--- src/rtl/pipelined_rounding_unit_if.sv ---
`default_nettype none
// ============================================================================
// Module      : pipelined_rounding_unit_if
// Description : Valid/ready bus bundle for the pipelined rounding unit.
//               The input side carries the unrounded significand, exponent,
//               sign, rounding mode and external sticky. The output side
//               carries the rounded significand, exponent and flags.
//               slave  - the rounding unit's view
//               master - the producer/consumer view
// Revision    : 1.0 - initial release
// ============================================================================
interface pipelined_rounding_unit_if #(
    parameter int EXP_WIDTH  = 10,
    parameter int FRAC_WIDTH = 23,
    parameter int EXTRA_BITS = 24
);
    localparam int c_F = FRAC_WIDTH + EXTRA_BITS + 2;

    logic                        in_valid;
    logic                        in_ready;
    logic                        in_sign;
    logic [2:0]                  in_mode;
    logic signed [EXP_WIDTH-1:0] in_exponent;
    logic [c_F-1:0]              in_fraction;
    logic                        in_sticky;

    logic                        out_valid;
    logic                        out_ready;
    logic                        out_sign;
    logic [EXP_WIDTH-1:0]        out_exponent;
    logic [FRAC_WIDTH:0]         out_fraction;
    logic                        out_inexact;
    logic                        out_overflow;
    logic                        out_underflow;

    modport slave (
        input  in_valid, in_sign, in_mode, in_exponent, in_fraction, in_sticky,
        input  out_ready,
        output in_ready,
        output out_valid, out_sign, out_exponent, out_fraction,
        output out_inexact, out_overflow, out_underflow
    );

    modport master (
        output in_valid, in_sign, in_mode, in_exponent, in_fraction, in_sticky,
        output out_ready,
        input  in_ready,
        input  out_valid, out_sign, out_exponent, out_fraction,
        input  out_inexact, out_overflow, out_underflow
    );
endinterface
`default_nettype wire

--- src/rtl/pipelined_rounding_unit.sv ---
`default_nettype none
// ============================================================================
// Module      : pipelined_rounding_unit
// Description : Three-stage IEEE-754 rounder (RNE/RTZ/RDN/RUP/RMM) with
//               carry renormalisation, overflow saturation and
//               inexact/overflow/underflow flags. Global stall: every stage
//               advances only when the output register is empty or drained.
// Ports       : clk   - clock, rising edge
//               reset - asynchronous active-high reset
//               bus   - pipelined_rounding_unit_if.slave (input beat,
//                       output beat, valid/ready on both sides)
// Revision    : 1.0 - initial release
// ============================================================================
module pipelined_rounding_unit #(
    parameter int EXP_WIDTH  = 10,
    parameter int FRAC_WIDTH = 23,
    parameter int EXTRA_BITS = 24,
    parameter int EXP_MAX    = 255
) (
    input  wire logic clk,
    input  wire logic reset,
    pipelined_rounding_unit_if.slave bus
);
    localparam int c_F  = FRAC_WIDTH + EXTRA_BITS + 2;
    localparam int c_KW = FRAC_WIDTH + 1;   // kept significand incl. hidden bit
    localparam int c_SW = FRAC_WIDTH + 2;   // rounded sum incl. carry-out
    localparam int c_XW = EXP_WIDTH + 2;    // internal exponent with headroom

    localparam logic [2:0] c_MODE_RNE = 3'b000;
    localparam logic [2:0] c_MODE_RTZ = 3'b001;
    localparam logic [2:0] c_MODE_RDN = 3'b010;
    localparam logic [2:0] c_MODE_RUP = 3'b011;
    localparam logic [2:0] c_MODE_RMM = 3'b100;

    localparam logic signed [c_XW-1:0] c_EXP_LIMIT = c_XW'(EXP_MAX);
    localparam logic signed [c_XW-1:0] c_EXP_ZERO  = '0;
    localparam logic [EXP_WIDTH-1:0]   c_EXP_INF   = EXP_WIDTH'(EXP_MAX);
    localparam logic [EXP_WIDTH-1:0]   c_EXP_MAXF  = EXP_WIDTH'(EXP_MAX - 1);
    localparam logic [c_KW-1:0]        c_FRAC_ONE  = {1'b1, {FRAC_WIDTH{1'b0}}};

    // Global stall: the whole pipe moves only when the output slot is free.
    logic w_advance;
    assign w_advance    = !bus.out_valid || bus.out_ready;
    assign bus.in_ready = w_advance;

    // ------------------------------------------------------------------
    // Stage 1: align on the leading integer bit, collect guard/sticky
    // ------------------------------------------------------------------
    logic                   w_s1_top;
    logic [c_KW-1:0]        w_s1_kept;
    logic                   w_s1_guard;
    logic                   w_s1_sticky;
    logic signed [c_XW-1:0] w_s1_exp;
    logic [2:0]             w_s1_mode;
    logic                   w_s1_zero;

    always_comb begin
        w_s1_top = bus.in_fraction[c_F-1];
        if (w_s1_top) begin
            w_s1_kept   = bus.in_fraction[c_F-1:EXTRA_BITS+1];
            w_s1_guard  = bus.in_fraction[EXTRA_BITS];
            w_s1_sticky = |bus.in_fraction[EXTRA_BITS-1:0];
        end else begin
            w_s1_kept   = bus.in_fraction[c_F-2:EXTRA_BITS];
            w_s1_guard  = bus.in_fraction[EXTRA_BITS-1];
            w_s1_sticky = |bus.in_fraction[EXTRA_BITS-2:0];
        end
        w_s1_sticky = w_s1_sticky | bus.in_sticky;
        w_s1_exp    = {{2{bus.in_exponent[EXP_WIDTH-1]}}, bus.in_exponent}
                    + {{(c_XW-1){1'b0}}, w_s1_top};
        // Reserved encodings collapse onto RNE here so later stages see 5 modes.
        w_s1_mode   = (bus.in_mode > c_MODE_RMM) ? c_MODE_RNE : bus.in_mode;
        w_s1_zero   = (bus.in_fraction == '0) && !bus.in_sticky;
    end

    logic                   r_s1_valid, r_s1_sign, r_s1_guard, r_s1_sticky, r_s1_zero;
    logic [2:0]             r_s1_mode;
    logic [c_KW-1:0]        r_s1_kept;
    logic signed [c_XW-1:0] r_s1_exp;

    always_ff @(posedge clk or posedge reset) begin
        if (reset) begin
            r_s1_valid  <= 1'b0;
            r_s1_sign   <= 1'b0;
            r_s1_guard  <= 1'b0;
            r_s1_sticky <= 1'b0;
            r_s1_zero   <= 1'b0;
            r_s1_mode   <= '0;
            r_s1_kept   <= '0;
            r_s1_exp    <= '0;
        end else if (w_advance) begin
            r_s1_valid <= bus.in_valid;
            if (bus.in_valid) begin
                r_s1_sign   <= bus.in_sign;
                r_s1_guard  <= w_s1_guard;
                r_s1_sticky <= w_s1_sticky;
                r_s1_zero   <= w_s1_zero;
                r_s1_mode   <= w_s1_mode;
                r_s1_kept   <= w_s1_kept;
                r_s1_exp    <= w_s1_exp;
            end
        end
    end

    // ------------------------------------------------------------------
    // Stage 2: mode-dependent increment
    // ------------------------------------------------------------------
    logic            w_s2_inc;
    logic [c_SW-1:0] w_s2_sum;

    always_comb begin
        w_s2_inc = 1'b0;
        case (r_s1_mode)
            c_MODE_RNE: w_s2_inc = r_s1_guard & (r_s1_sticky | r_s1_kept[0]);
            c_MODE_RTZ: w_s2_inc = 1'b0;
            c_MODE_RDN: w_s2_inc =  r_s1_sign & (r_s1_guard | r_s1_sticky);
            c_MODE_RUP: w_s2_inc = !r_s1_sign & (r_s1_guard | r_s1_sticky);
            c_MODE_RMM: w_s2_inc = r_s1_guard;
            default:    w_s2_inc = 1'b0;
        endcase
        w_s2_sum = {1'b0, r_s1_kept} + {{c_KW{1'b0}}, w_s2_inc};
    end

    logic                   r_s2_valid, r_s2_sign, r_s2_inexact, r_s2_zero;
    logic [2:0]             r_s2_mode;
    logic [c_SW-1:0]        r_s2_sum;
    logic signed [c_XW-1:0] r_s2_exp;

    always_ff @(posedge clk or posedge reset) begin
        if (reset) begin
            r_s2_valid   <= 1'b0;
            r_s2_sign    <= 1'b0;
            r_s2_inexact <= 1'b0;
            r_s2_zero    <= 1'b0;
            r_s2_mode    <= '0;
            r_s2_sum     <= '0;
            r_s2_exp     <= '0;
        end else if (w_advance) begin
            r_s2_valid <= r_s1_valid;
            if (r_s1_valid) begin
                r_s2_sign    <= r_s1_sign;
                r_s2_inexact <= r_s1_guard | r_s1_sticky;
                r_s2_zero    <= r_s1_zero;
                r_s2_mode    <= r_s1_mode;
                r_s2_sum     <= w_s2_sum;
                r_s2_exp     <= r_s1_exp;
            end
        end
    end

    // ------------------------------------------------------------------
    // Stage 3: renormalise on carry, saturate, raise flags
    // ------------------------------------------------------------------
    logic                   w_s3_carry, w_s3_ovf, w_s3_unf, w_s3_away;
    logic [c_KW-1:0]        w_s3_frac;
    logic signed [c_XW-1:0] w_s3_exp;
    logic [EXP_WIDTH-1:0]   w_o_exp;
    logic [c_KW-1:0]        w_o_frac;
    logic                   w_o_inexact;

    always_comb begin
        w_s3_carry = r_s2_sum[c_SW-1];
        // On carry-out the sum is exactly 10.000..., so the upper slice is 1.000...
        w_s3_frac  = w_s3_carry ? r_s2_sum[c_SW-1:1] : r_s2_sum[c_KW-1:0];
        w_s3_exp   = r_s2_exp + $signed({{(c_XW-1){1'b0}}, w_s3_carry});
        w_s3_ovf   = !r_s2_zero && (w_s3_exp >= c_EXP_LIMIT);
        w_s3_unf   = !r_s2_zero && !w_s3_ovf && (w_s3_exp <= c_EXP_ZERO);
        // Modes that round an overflowing magnitude up to infinity.
        w_s3_away  = (r_s2_mode == c_MODE_RNE) || (r_s2_mode == c_MODE_RMM)
                  || ((r_s2_mode == c_MODE_RUP) && !r_s2_sign)
                  || ((r_s2_mode == c_MODE_RDN) &&  r_s2_sign);

        w_o_exp     = w_s3_exp[EXP_WIDTH-1:0];
        w_o_frac    = w_s3_frac;
        w_o_inexact = r_s2_inexact;
        if (r_s2_zero) begin
            w_o_exp     = '0;
            w_o_frac    = '0;
            w_o_inexact = 1'b0;
        end else if (w_s3_ovf) begin
            w_o_inexact = 1'b1;
            if (w_s3_away) begin
                w_o_exp  = c_EXP_INF;
                w_o_frac = c_FRAC_ONE;
            end else begin
                w_o_exp  = c_EXP_MAXF;
                w_o_frac = '1;
            end
        end
    end

    logic                 r_out_valid, r_out_sign, r_out_inexact, r_out_overflow, r_out_underflow;
    logic [EXP_WIDTH-1:0] r_out_exponent;
    logic [c_KW-1:0]      r_out_fraction;

    always_ff @(posedge clk or posedge reset) begin
        if (reset) begin
            r_out_valid     <= 1'b0;
            r_out_sign      <= 1'b0;
            r_out_inexact   <= 1'b0;
            r_out_overflow  <= 1'b0;
            r_out_underflow <= 1'b0;
            r_out_exponent  <= '0;
            r_out_fraction  <= '0;
        end else if (w_advance) begin
            r_out_valid <= r_s2_valid;
            if (r_s2_valid) begin
                r_out_sign      <= r_s2_sign;
                r_out_inexact   <= w_o_inexact;
                r_out_overflow  <= w_s3_ovf;
                r_out_underflow <= w_s3_unf;
                r_out_exponent  <= w_o_exp;
                r_out_fraction  <= w_o_frac;
            end
        end
    end

    assign bus.out_valid     = r_out_valid;
    assign bus.out_sign      = r_out_sign;
    assign bus.out_exponent  = r_out_exponent;
    assign bus.out_fraction  = r_out_fraction;
    assign bus.out_inexact   = r_out_inexact;
    assign bus.out_overflow  = r_out_overflow;
    assign bus.out_underflow = r_out_underflow;
endmodule
`default_nettype wire

--- src/flat_wrapper.sv ---
// flat-port wrapper written by rule: the top's interface ports become plain ports
module pipelined_rounding_unit_flat 
#(
    parameter int EXP_WIDTH  = 10,
    parameter int FRAC_WIDTH = 23,
    parameter int EXTRA_BITS = 24,
    parameter int EXP_MAX    = 255
)
  (clk, reset, bus_in_valid, bus_in_sign, bus_in_mode, bus_in_exponent, bus_in_fraction, bus_in_sticky, bus_out_ready, bus_in_ready, bus_out_valid, bus_out_sign, bus_out_exponent, bus_out_fraction, bus_out_inexact, bus_out_overflow, bus_out_underflow);
  pipelined_rounding_unit_if #(.EXP_WIDTH(EXP_WIDTH), .FRAC_WIDTH(FRAC_WIDTH), .EXTRA_BITS(EXTRA_BITS)) bus_i ();
  input  wire logic clk;
  input  wire logic reset;
  input wire logic [$bits(bus_i.in_valid)-1:0] bus_in_valid;
  input wire logic [$bits(bus_i.in_sign)-1:0] bus_in_sign;
  input wire logic [$bits(bus_i.in_mode)-1:0] bus_in_mode;
  input wire logic [$bits(bus_i.in_exponent)-1:0] bus_in_exponent;
  input wire logic [$bits(bus_i.in_fraction)-1:0] bus_in_fraction;
  input wire logic [$bits(bus_i.in_sticky)-1:0] bus_in_sticky;
  input wire logic [$bits(bus_i.out_ready)-1:0] bus_out_ready;
  output wire logic [$bits(bus_i.in_ready)-1:0] bus_in_ready;
  output wire logic [$bits(bus_i.out_valid)-1:0] bus_out_valid;
  output wire logic [$bits(bus_i.out_sign)-1:0] bus_out_sign;
  output wire logic [$bits(bus_i.out_exponent)-1:0] bus_out_exponent;
  output wire logic [$bits(bus_i.out_fraction)-1:0] bus_out_fraction;
  output wire logic [$bits(bus_i.out_inexact)-1:0] bus_out_inexact;
  output wire logic [$bits(bus_i.out_overflow)-1:0] bus_out_overflow;
  output wire logic [$bits(bus_i.out_underflow)-1:0] bus_out_underflow;
  assign bus_i.in_valid = bus_in_valid;
  assign bus_i.in_sign = bus_in_sign;
  assign bus_i.in_mode = bus_in_mode;
  assign bus_i.in_exponent = bus_in_exponent;
  assign bus_i.in_fraction = bus_in_fraction;
  assign bus_i.in_sticky = bus_in_sticky;
  assign bus_i.out_ready = bus_out_ready;
  assign bus_in_ready = bus_i.in_ready;
  assign bus_out_valid = bus_i.out_valid;
  assign bus_out_sign = bus_i.out_sign;
  assign bus_out_exponent = bus_i.out_exponent;
  assign bus_out_fraction = bus_i.out_fraction;
  assign bus_out_inexact = bus_i.out_inexact;
  assign bus_out_overflow = bus_i.out_overflow;
  assign bus_out_underflow = bus_i.out_underflow;
  pipelined_rounding_unit #(.EXP_WIDTH(EXP_WIDTH), .FRAC_WIDTH(FRAC_WIDTH), .EXTRA_BITS(EXTRA_BITS), .EXP_MAX(EXP_MAX)) u_core (.clk(clk), .reset(reset), .bus(bus_i));
endmodule
--- config.mk ---
export PLATFORM = sky130hd
export DESIGN_NAME = pipelined_rounding_unit_flat
export DESIGN_NICKNAME = d
export VERILOG_FILES = /design/src/rtl/pipelined_rounding_unit_if.sv /design/src/rtl/pipelined_rounding_unit.sv /design/src/flat_wrapper.sv
export SDC_FILE = /design/constraint.sdc
export NUM_CORES = 1
export LEC_CHECK = 0
export ABC_AREA = 1
export BUFFER_PORTS_ARGS = -buffer_cell sky130_fd_sc_hd__buf_2
export CAP_MARGIN = 5
export CORE_MARGIN = 10
export CORE_UTILIZATION = 53
export CTS_BUF_LIST = sky130_fd_sc_hd__clkbuf_8
export CTS_CLUSTER_SIZE = 20
export DETAILED_ROUTE_END_ITERATION = 16
export PLACE_DENSITY = 0.85
export SLEW_MARGIN = 10
export SYNTH_ARGS = -nofsm -noshare
export SYNTH_HDL_FRONTEND = slang
export SYNTH_SLANG_ARGS = --single-unit
--- constraint.sdc ---
create_clock -name clk -period 3.5 [get_ports clk]
set_input_delay 0.525 -clock clk [delete_from_list [all_inputs] [get_ports clk]]
set_output_delay 0.525 -clock clk [all_outputs]
set_load 0.01 [all_outputs]
Word level (Yosys, flattened, before mapping)
Cells that the tools add are included.
{ "classes": {"n_addsub": 3, "magnitude_cmp": 3, "eq_ne": 6, "n_mux": 14, "n_bitwise": 6, "n_reduce_logical": 24} }
{ "ops": {"columns": ["operator", "n"], "rows": [
  ["two-way mux 24 bit", 4],
  ["logical NOT 49 bit", 1],
  ["adder 24 x 1 -> 25 bit", 1],
  ["OR reduction 24 bit", 1],
  ["two-way mux 23 bit", 1],
  ["OR reduction 23 bit", 1],
  ["two-way mux 10 bit", 2],
  ["adder 12 x 2 -> 12 bit", 1],
  ["== test 3 x 2 -> 1 bit, second input constant", 4],
  ["greater-or-equal comparator 12 x 9 -> 1 bit, second input constant", 1],
  ["<= comparator 12 x 1 -> 1 bit, second input constant", 1],
  ["adder 10 x 2 -> 11 bit", 1],
  ["== test 3 bit, second input constant", 2],
  ["logical AND 1 bit", 6],
  ["logical NOT 1 bit", 6],
  ["logical NOT 3 bit", 2],
  ["AND reduction 2 bit", 3],
  ["two-way mux 1 bit", 5],
  ["logical OR 1 bit", 4],
  ["one-hot mux 1 bit (4 select lines)", 1],
  ["bitwise AND 1 bit", 3],
  ["> comparator 3 bit, second input constant", 1],
  ["two-way mux 3 bit", 1],
  ["bitwise OR 1 bit", 3]
]} }
{ "word_totals": {"reg_bits": 127, "in_bits": 68, "output_inout_bits": 40, "word_cells": 78} }

Depth between registers and ports, before layout
Gate-level depths: netlist of run 1.
{ "depth": {"word_depth": 7, "depth_mapped": 16, "mapped_depth_nobuf": 16} }

Worst setup path before layout of run 1
No wires, ideal clock.
{ "synth_timing": {"path_kind": "register -> register", "startpoint": "register u_core.r_s1_guard", "endpoint": "register u_core.r_s2_sum[24]", "setup_time_ps": 96, "t_arrival_ps": 2083, "required_time_ps": 3404, "path_slack_ps": 1321, "path_stages_with_launch": 13, "path_buffers": 0, "synth_period_minus_slack_ps": 2179, "cell_sequence": "dfrtp_1 -> inv_1 -> o41ai_1 -> ha_1 -> ha_1 -> nand3_1 -> inv_1 -> nand4_1 -> nor2_1 -> nand2_2 -> nor2_1 -> nand2_1 -> o31ai_1"} }
{ "synth_via": {"elab_chain_len": 4, "elab_cells_between_ends": 6, "cone_classes": "add/sub (1); mux (1); bitwise (4)"} }
{ "synth_lines": {"columns": ["element", "line_no", "source"], "rows": [
  ["start, declared", "pipelined_rounding_unit.sv:76", "logic r_s1_valid, r_s1_sign, r_s1_guard, r_s1_sticky, r_s1_zero;"],
  ["start signal, assigned", "pipelined_rounding_unit.sv:95", "r_s1_guard <= w_s1_guard;"],
  ["bitwise OR 1 bit", "pipelined_rounding_unit.sv:116, pipelined_rounding_unit.sv:117", null],
  ["bitwise AND 1 bit (on tied branches)", "pipelined_rounding_unit.sv:117, pipelined_rounding_unit.sv:116", null],
  ["one-hot mux 1 bit (4 select lines) *", "pipelined_rounding_unit.sv:113", "case (r_s1_mode)"],
  ["adder 24 x 1 -> 25 bit *", "pipelined_rounding_unit.sv:121", "w_s2_sum = {1'b0, r_s1_kept} + {{c_KW{1'b0}}, w_s2_inc};"],
  ["end signal, assigned", "pipelined_rounding_unit.sv:145", "r_s2_sum <= w_s2_sum;"],
  ["end, declared", "pipelined_rounding_unit.sv:126", "logic [c_SW-1:0] r_s2_sum;"]
]} }
Every way passes the cells marked *; elsewhere a longest branch is shown, timed or not.
A chain may end at the register's enable or synchronous reset.

Worst setup path after layout of run 1
Ends and elaborated chain as after synthesis.

==> results of run 1 <==
placed cells by master (no fill, tap or decap), types with 7 or more instances in the layout:
cell and n:
o21ai_0 95, dfrtp_1 125, nand4_1 19, nand2_1 303, mux2i_1 11, nand3_1 45, buf_2 107, nor3_1 7
a21oi_1 8, xor2_1 15, inv_1 84, clkbuf_8 18, nor2_1 51, o211ai_1 12
per-stage QoR:
stage               hold slack (ps)  util, %
global placement              449.7    60.06
finish                        232.8    63.16
global route                  290.4    63.16
floorplan                     431.7        -
detailed placement            453.5    60.06
CTS                           261.6    63.16
worst min-delay path by stage:
stage	slack [ps]	cells past startpoint	startpoint	end
6_report	230	3	reset	u_core.r_s1_exp[9]$_DFFE_PP0P_
2_1_floorplan	430	2	u_core.r_s2_valid$_DFFE_PP0N_	u_core.bus.out_valid$_DFFE_PP0N_
4_1_cts	260	2	bus_in_exponent[9]	u_core.r_s1_exp[9]$_DFFE_PP0P_
5_1_grt	290	2	bus_in_mode[0]	u_core.r_s1_mode[2]$_DFFE_PP0P_
3_3_place_gp	450	2	u_core.r_s2_valid$_DFFE_PP0N_	u_core.bus.out_valid$_DFFE_PP0N_
3_5_place_dp	450	2	u_core.r_s2_valid$_DFFE_PP0N_	u_core.bus.out_valid$_DFFE_PP0N_
Yosys cell counts, drive strengths merged (8+ instances only):
cell / n / area [sq um]
nand4: 20 / 140.1
o21ai: 99 / 495.5
nand3: 49 / 272.8
xor2: 15 / 131.4
nand2: 309 / 1190
nor3: 8 / 51.30
nor2: 60 / 255.2
clkbuf: 28 / 105.1
mux2i: 11 / 110.1
a21oi: 8 / 40.04
buf: 8 / 58.81
o211ai: 12 / 90.09
dfrtp: 125 / 3128
inv: 84 / 315.3
logic make-up (layout without fill, tap and decap cells):
| kind of cell | count (synthesis) | after routing | share of synthesized area [%] |
|---|---|---|---|
| AO/OA/AOI/OAI | 129 | 129 | 10.58 |
| XOR/XNOR | 18 | 18 | 2.380 |
| adder cells (fa/ha/maj) | 6 | 6 | 1.133 |
| buffers and inverters | 123 | 231 | 7.405 |
| flip-flops | 125 | 125 | 47.22 |
| multiplexers | 11 | 11 | 1.662 |
| AND/OR/NAND/NOR | 454 | 454 | 29.62 |
power by group:
part	switching [mW]	internal (mW)	total [mW]	leakage, nW
Combinational	1.39	0.759	2.15	2.12
Sequential	0.404	2.00	2.41	1.55
Clock	0.557	0.637	1.19	0.193
Total	2.35	3.40	5.75	3.86
final cells by class:
type / count / area (sq um)
inverters: 87 / 330.3
repair buffers: 113 / 593.1
flip-flops and latches: 125 / 3128
well taps: 168 / 210.2
clock buffers: 18 / 247.7
fillers: 1108 / 4462
clock inverters: 13 / 127.6
multi-input cells: 618 / 3013
flip-flops by register name, summed over array words and instances (netlist names):
register                  cells
u_core.r_s2_zero              1
u_core.r_s1_mode              3
u_core.bus.out_sign           1
u_core.r_s1_sign              1
u_core.r_s2_mode              3
u_core.bus.out_underflow      1
u_core.bus.out_valid          1
u_core.bus.out_exponent      10
u_core.r_s1_zero              1
u_core.r_s2_sum              25
u_core.r_s1_kept             24
u_core.r_s1_sticky            1
u_core.r_s2_inexact           1
u_core.bus.out_inexact        1
u_core.r_s1_valid             1
u_core.r_s2_exp              11
u_core.r_s2_valid             1
u_core.bus.out_fraction      24
u_core.r_s1_exp              11
u_core.r_s1_guard             1
u_core.bus.out_overflow       1
u_core.r_s2_sign              1
worst max-delay path, cell delays in order (launching register included):
cell and delay [ps]:
dfrtp_1 350, inv_1 70, o41ai_1 450, ha_1 260, ha_1 190, nand3_1 170, inv_1 120, nand4_1 130
nor2_1 210, nand2_2 120, nor2_1 170, nand2_1 70, o31ai_1 190
layer usage:
| layer | track usage [%] | part of all wire [%] | routed length (microns) | vias to the layer above |
|---|---|---|---|---|
| met4 | 6.675 | 1.6 | 245 | 0 |
| met5 | 0 | 0 | 0 | - |
| met3 | 4.459 | 6.3 | 963 | 19 |
| met2 | 24.52 | 41 | 6334 | 213 |
| met1 | 26.20 | 51 | 7798 | 2644 |
| li1 | - | - | - | 2990 |
==> results.env, run 1 <==
STATUS='finished clean'
SYNTH_CELL_TYPES=40
PLACED_CELLS=1111
WORST-R2R-SETUP-SLACK_PS=930
PINS_OVER_THEIR_SLEW_LIMIT=0
WORST_SLEW_MARGIN_RELATIVE_TO_ITS_LIMIT_PCT=23.80
CLKSLEWWORSTSETUPHOLDPATHS_PS=70
FINAL_MIN_PERIOD_OVER_CLOCK_PERIOD_PCT=73.52
GRT_USE_TOTAL_PCT=17.83
SETUP_TOTAL_NEGATIVE_SLACK_PS=0
CRITPATHREQUIREDTIME_PS=3850
WORSTSETUPSTARTPOINTTYPE='flip-flop'
PWRDENS_nW_PER_UM2=751.6
CRITPATHCAPTURE='u_core.r_s2_sum[24]$_DFFE_PP0P_'
YS_ASYNC_SR_FRACTION_PCT=100.0
REGTOREGSTARTPOINT='u_core.r_s1_guard$_DFFE_PP0P_'
INITIAL_CORE_UTIL_PCT=54.69
DETAIL_ROUTE.ITER0.VIOLATIONS=547
SETUP_VIOL=0
NON_FILLER_CELLS_IN_THE_FINISHED_LAYOUT=1142
SYNTH-WARNING-COUNT=0
IO_BUFFERS=107
CRIT_FANOUT=5
YOSYSSEQAREASHARE_PCT=47.22
CTS-ROOT-TO-SINK-BUFFERS=2
PLACE_CONGESTION=0.9031
POSTCTSSETUPBUFFERS=0
VIA_COUNT_OF_THE_FIRST_GLOBAL_ROUTING_PASS=5486
CTS-BUFFERS-INSERTED=17
POST_SYNTH_DESIGN_CELL_AREA_SQ_UM=6624
DIE_WIDTH_MICRONS=131.8
POST-ROUTE-DRC-COUNT=0
SYNTHESIS.INSTANCES=866
ANTENNA_FOUND_INITIAL=0
ROOT_BUFFER='clkbuf_8'
GRT_MAX_DEGREE=126
DR_TOTAL_VIAS=5866
ANTENNA_CELL_COUNT=0
FINAL_CRITICAL_PATH_SETUP_SLACK_PS=926.7
MAX_FREQ_MHz=388.6
SYNTH-EDFF-COUNT=0
TRITONCTS_NUM_SINKS=125
FINALWIRELENGTH_MICRONS=15340
UNREPAIRED_SETUP_ENDPOINTS_AFTER_GLOBAL_ROUTING='no'
DIE-HEIGHT_MICRONS=131.8
TYPE_OF_THE_MOST_CRITICAL_HOLD_PATH='primary input to asynchronous set/reset pin'
POST_SYNTHESIS_REGISTER_BIT_COUNT=125
DETAILEDPLACEMENTHPWL_MICRONS=11460
DRT.ANTENNA.VIOLATING_NETS=0
ROUTED_WIRE_LENGTH_PER_INSTANCE_MICRONS=13.43
LAYOUT-AREA-OVERHEAD-VS-SYNTH_PCT=15.49
POWER.TOTAL_mW=5.750
CTS_TREE='yes'
INSERTION_DELAY_PS=440
POWER_LEAKAGE_nW=3.860
POSTSYNTHAREAPERCELL_SQ_UM=7.649
CORE-AREA_SQ_UM=12110
CRITPATHARRIVALTIME_PS=2920
DIE_AREA_SQ_UM=17370
POST-ROUTE-MIN-PERIOD_PS=2573
GRT_OVERFLOW=0
CLOCK_TREE.HTREE_LEVEL_COUNT=4
SYN-NUM-NETS=940
PLACED_CELL_AREA_SQ_UM=7274
SETUP.WORST_PATH.START='u_core.r_s1_guard$_DFFE_PP0P_'
NNETSFINAL=1036
REPORT.FINAL.HOLD_VIOL_COUNT=0
STD_CELL_ROWS=40
POSTSYNTH.TOPFLOPCELL='dfrtp_1'
CTS_HOLD_BUF=0
CRIT_TYPE='flip-flop to flip-flop'
DRT_FIRST_PASS_ITERS=6
ROUTED_VIA_DENSITY=5.137
DRV_CAP=0
WORST_SLEW_PIN_SLEW_PS=1142
LAYOUT-DRIVE-GT1-SHARE_PCT=17.04
GRT_PASS1_WL_MICRONS=26160
FF2FF_PATH_DEPTH=12
END_KIND='flip-flop'
SKEW_PS=11.25
POST-PLACE-WS_PS=964.5
VDD_DROP_MAX_mV=0.4150
R2R-END='u_core.r_s2_sum[24]$_DFFE_PP0P_'
BOUNDARY_PIN_COUNT=108
POST-ROUTE-CELL-AREA_SQ_UM=7650
CTS_REPAIR_RESIZE_COUNT=0
No activity file was read; power rests on OpenSTA's default activity.
==> inputs of run 2 (changes only) <==
--- a/config.mk
+++ b/config.mk
@@ -9,11 +9,11 @@
 export BUFFER_PORTS_ARGS = -buffer_cell sky130_fd_sc_hd__buf_2
 export CAP_MARGIN = 5
 export CORE_MARGIN = 10
-export CORE_UTILIZATION = 53
+export CORE_UTILIZATION = 55
 export CTS_BUF_LIST = sky130_fd_sc_hd__clkbuf_8
 export CTS_CLUSTER_SIZE = 20
 export DETAILED_ROUTE_END_ITERATION = 16
-export PLACE_DENSITY = 0.85
+export PLACE_DENSITY = 0.84
 export SLEW_MARGIN = 10
 export SYNTH_ARGS = -nofsm -noshare
 export SYNTH_HDL_FRONTEND = slang
==> constraint.sdc (replaced) <==
create_clock -name clk -period 2.59 [get_ports clk]
set_input_delay 0.3885 -clock clk [delete_from_list [all_inputs] [get_ports clk]]
set_output_delay 0.3885 -clock clk [all_outputs]
set_load 0.01 [all_outputs]
==> run 2 against run 1 <==
  * Global-route usage grew 1.1 points
  * Cell area increased by 1.2%
  * Flip-flop and latch count unchanged
  * Core utilization rose by 1.8 points
  * Count of clock-buffer cells in the layout grew 1
  * Clock skew shrank 3.3 ps
  * Final cell count fell by 1.3%
  * Largest power group unchanged
  * Highest routed layer unchanged
==> results.env, run 2 (synthesized netlist as in run 1, its figures left out) <==
CLKSLEWWORSTSETUPHOLDPATHS_PS=70  # about the same
POST-ROUTE-CELL-AREA_SQ_UM=7740  # was 7650 sq um
IO_BUFFERS=107  # unchanged
DIE-HEIGHT_MICRONS=129.7  # was 131.8 microns
FILLCELLCOUNT=1060  # was 1108
CRIT_PATH_CELL_TRACE='nor3_1 > nand3_1 > o41ai_2 > ha_2 > ha_1 > nand3_2 > inv_1 > nand4_1 > nor2_2 > nand2_2 > nor2_1 > nand2_1 > o31ai_1'  # was inv_1 > o41ai_1 > ha_1 > ha_1 > nand3_1 > inv_1 > nand4_1 > nor2_1 > nand2_2 > nor2_1 > nand2_1 > o31ai_1
PLACE_CONGESTION=0.9191  # was 0.9031
CLOCK_TREE.HTREE_LEVEL_COUNT=4  # unchanged
LARGEST_REG_FLOPS=25  # unchanged
ROUTED_WIRE_LENGTH_PER_INSTANCE_MICRONS=13.76  # was 13.43 microns
SETUP_TOTAL_NEGATIVE_SLACK_PS=0  # unchanged
GRT_PASS1_WL_MICRONS=25890  # was 26160 microns
SETUP_VIOL=0  # unchanged
TIMING.HOLD.WORST.START='bus_in_mode[0]'
CELL_FAMILY_WITH_THE_LARGEST_SHARE_OF_CRITICAL_PATH_DELAY='simple AND/OR/NAND/NOR gates'  # unchanged
INSERTION_DELAY_PS=430  # was 440 ps
VDD_DROP_MAX_mV=0.4564  # was 0.4150 mV
CRIT_FANOUT=5  # unchanged
CRIT_TYPE='flip-flop to flip-flop'  # unchanged
PATH_BUF_INV=1  # was 2
WORST-R2R-SETUP-SLACK_PS=170  # was 930 ps
POST-ROUTE-DRC-COUNT=0  # unchanged
REGTOREGSTARTPOINT='u_core.r_s1_mode[2]$_DFFE_PP0P_'  # was u_core.r_s1_guard$_DFFE_PP0P_
CRITPATHCAPTURE='u_core.r_s2_sum[24]$_DFFE_PP0P_'  # unchanged
TRITONCTS_NUM_SINKS=125  # unchanged
CRIT_PATH_TOP_DELAY_CELL='dfrtp_1'  # was o41ai_1
LAYOUT.CELLS.MOST_COMMON='nand2_1'  # unchanged
NNETSFINAL=1041  # was 1036
END_KIND='flip-flop'  # unchanged
FINAL_CRITICAL_PATH_SETUP_SLACK_PS=168.7  # was 926.7 ps
STATUS='finished clean'  # unchanged
VIA_COUNT_OF_THE_FIRST_GLOBAL_ROUTING_PASS=5424  # was 5486
GRT_MAX_DEGREE=85  # was 126
POST-ROUTE-UTIL_PCT=64.98  # was 63.16%
REPORT.FINAL.HOLD_VIOL_COUNT=0  # unchanged
REGISTER_CONTAINING_THE_MOST_FLIP_FLOPS_IN_THE_FINAL_LAYOUT='u_core.r_s2_sum'  # unchanged
TYPE_OF_THE_MOST_CRITICAL_HOLD_PATH='primary input to flip-flop'  # was primary input to asynchronous set/reset pin
CRITPATHREQUIREDTIME_PS=2920  # was 3850 ps
LAYOUT-DRIVE-GT1-SHARE_PCT=18.27  # was 17.04%
POWER_LEAKAGE_nW=3.906  # was 3.860 nW
DIE_WIDTH_MICRONS=129.7  # was 131.8 microns
DRV_CAP=0  # unchanged
LAYOUT_COMMON_CELLS='nand2_1, dfrtp_1, buf_2'  # unchanged
HOLD_DEPTH=2
WORSTSETUPSTARTPOINTTYPE='flip-flop'  # unchanged
PLACED_CELLS=1093  # was 1111
TIMING.CRITICAL_PATH.SLOWEST_CELL_DELAY_PS=430  # was 450 ps
POST-PLACE-WS_PS=143.7  # was 964.5 ps
CORE-AREA_SQ_UM=11910  # was 12110 sq um
ROUTED_VIA_DENSITY=5.197  # was 5.137
BOUNDARY_PIN_COUNT=108  # unchanged
ANTENNA_FOUND_INITIAL=0  # unchanged
GRT_OVERFLOW=0  # unchanged
DETAILEDPLACEMENTHPWL_MICRONS=11640  # was 11460 microns
DR_TOTAL_VIAS=5857  # was 5866
DIE_AREA_SQ_UM=16830  # was 17370 sq um
SKEW_PS=7.969  # was 11.25 ps
CTS-BUFFERS-INSERTED=17  # unchanged
ANTENNA_CELL_COUNT=0  # unchanged
INITIAL_CORE_UTIL_PCT=55.61  # was 54.69%
CTS-ROOT-TO-SINK-BUFFERS=2  # unchanged
SETUP.WORST_PATH.START='u_core.r_s1_mode[2]$_DFFE_PP0P_'  # was u_core.r_s1_guard$_DFFE_PP0P_
PWRDENS_nW_PER_UM2=1032  # was 751.6 nW/um^2
LAYOUT-AREA-OVERHEAD-VS-SYNTH_PCT=16.85  # was 15.49%
GRT_USE_TOTAL_PCT=18.90  # was 17.83%
R2R-END='u_core.r_s2_sum[24]$_DFFE_PP0P_'  # unchanged
FF2FF_PATH_DEPTH=13  # was 12
WORST_SLEW_PIN_SLEW_PS=1139  # was 1142 ps
PINS_OVER_THEIR_SLEW_LIMIT=0  # unchanged
POST-ROUTE-MIN-PERIOD_PS=2421  # was 2573 ps
STD_CELL_ROWS=40  # unchanged
CRITPATHARRIVALTIME_PS=2750  # was 2920 ps
DRT_FIRST_PASS_ITERS=5  # was 6
ROOT_BUFFER='clkbuf_8'  # unchanged
FIN_WORST_HOLD_SLACK_PS=152.5  # was 232.8 ps
WORST_SLEW_MARGIN_RELATIVE_TO_ITS_LIMIT_PCT=24.00  # was 23.80%
CTS_TREE='yes'  # unchanged
FINAL_MIN_PERIOD_OVER_CLOCK_PERIOD_PCT=93.49  # was 73.52%
DRT.ANTENNA.VIOLATING_NETS=0  # unchanged
PLACED_CELL_AREA_SQ_UM=7271  # was 7274 sq um
FINALWIRELENGTH_MICRONS=15510  # was 15340 microns
MAX_FREQ_MHz=413.0  # was 388.6 MHz
POWER.TOTAL_mW=7.989  # was 5.750 mW
DETAIL_ROUTE.ITER0.VIOLATIONS=563  # was 547
NON_FILLER_CELLS_IN_THE_FINISHED_LAYOUT=1127  # was 1142
TOTAL_NUMBER_OF_CELLS_ALONG_THE_WORST_SETUP_PATH=13  # was 12
[run 2: area by class of cell]
class	instances	area, sq um	share of cell area (%)
sequential	125	3128	40.41
multi-input combinational	618	3040	39.28
timing repair buffer	118	633.1	8.180
inverter	87	330.3	4.268
clock buffer	19	261.5	3.379
tap	147	183.9	2.376
clock inverter	13	162.7	2.102
[run 2: how the worst min path moves through the flow]
stage | slack [ps] | to
after floorplan | 430 | u_core.bus.out_valid$_DFFE_PP0N_
after global placement | 440 | u_core.bus.out_sign$_DFFE_PP0P_
after detailed placement | 450 | u_core.bus.out_valid$_DFFE_PP0N_
after CTS | 130 | u_core.r_s1_mode[2]$_DFFE_PP0P_
after global routing | 140 | u_core.r_s1_mode[2]$_DFFE_PP0P_
final | 150 | u_core.r_s1_mode[2]$_DFFE_PP0P_
[run 2: layer usage]
metal | vias to the layer above | GRT usage, % | wire [microns]
li1 | 2997 | - | -
met1 | 2659 | 27.49 | 7843
met2 | 181 | 26.82 | 6396
met3 | 20 | 5.517 | 1069
met4 | 0 | 5.159 | 200
met5 | - | 0 | 0
[run 2: power breakdown]
| part | internal [mW] | total (mW) | switching [mW] | leakage (nW) |
|---|---|---|---|---|
| combinational | 1.03 | 2.93 | 1.90 | 2.15 |
| clock | 1.01 | 1.80 | 0.797 | 0.209 |
| sequential | 2.71 | 3.25 | 0.547 | 1.55 |
[run 2: repair_timing]
item | CTS | global route
setup endpoints to repair | 0 | 6
setup buffers | 0 | 1
hold buffers | 1 | 0
endpoints found under the hold margin | 19 | 0
gates resized for setup | 0 | 7
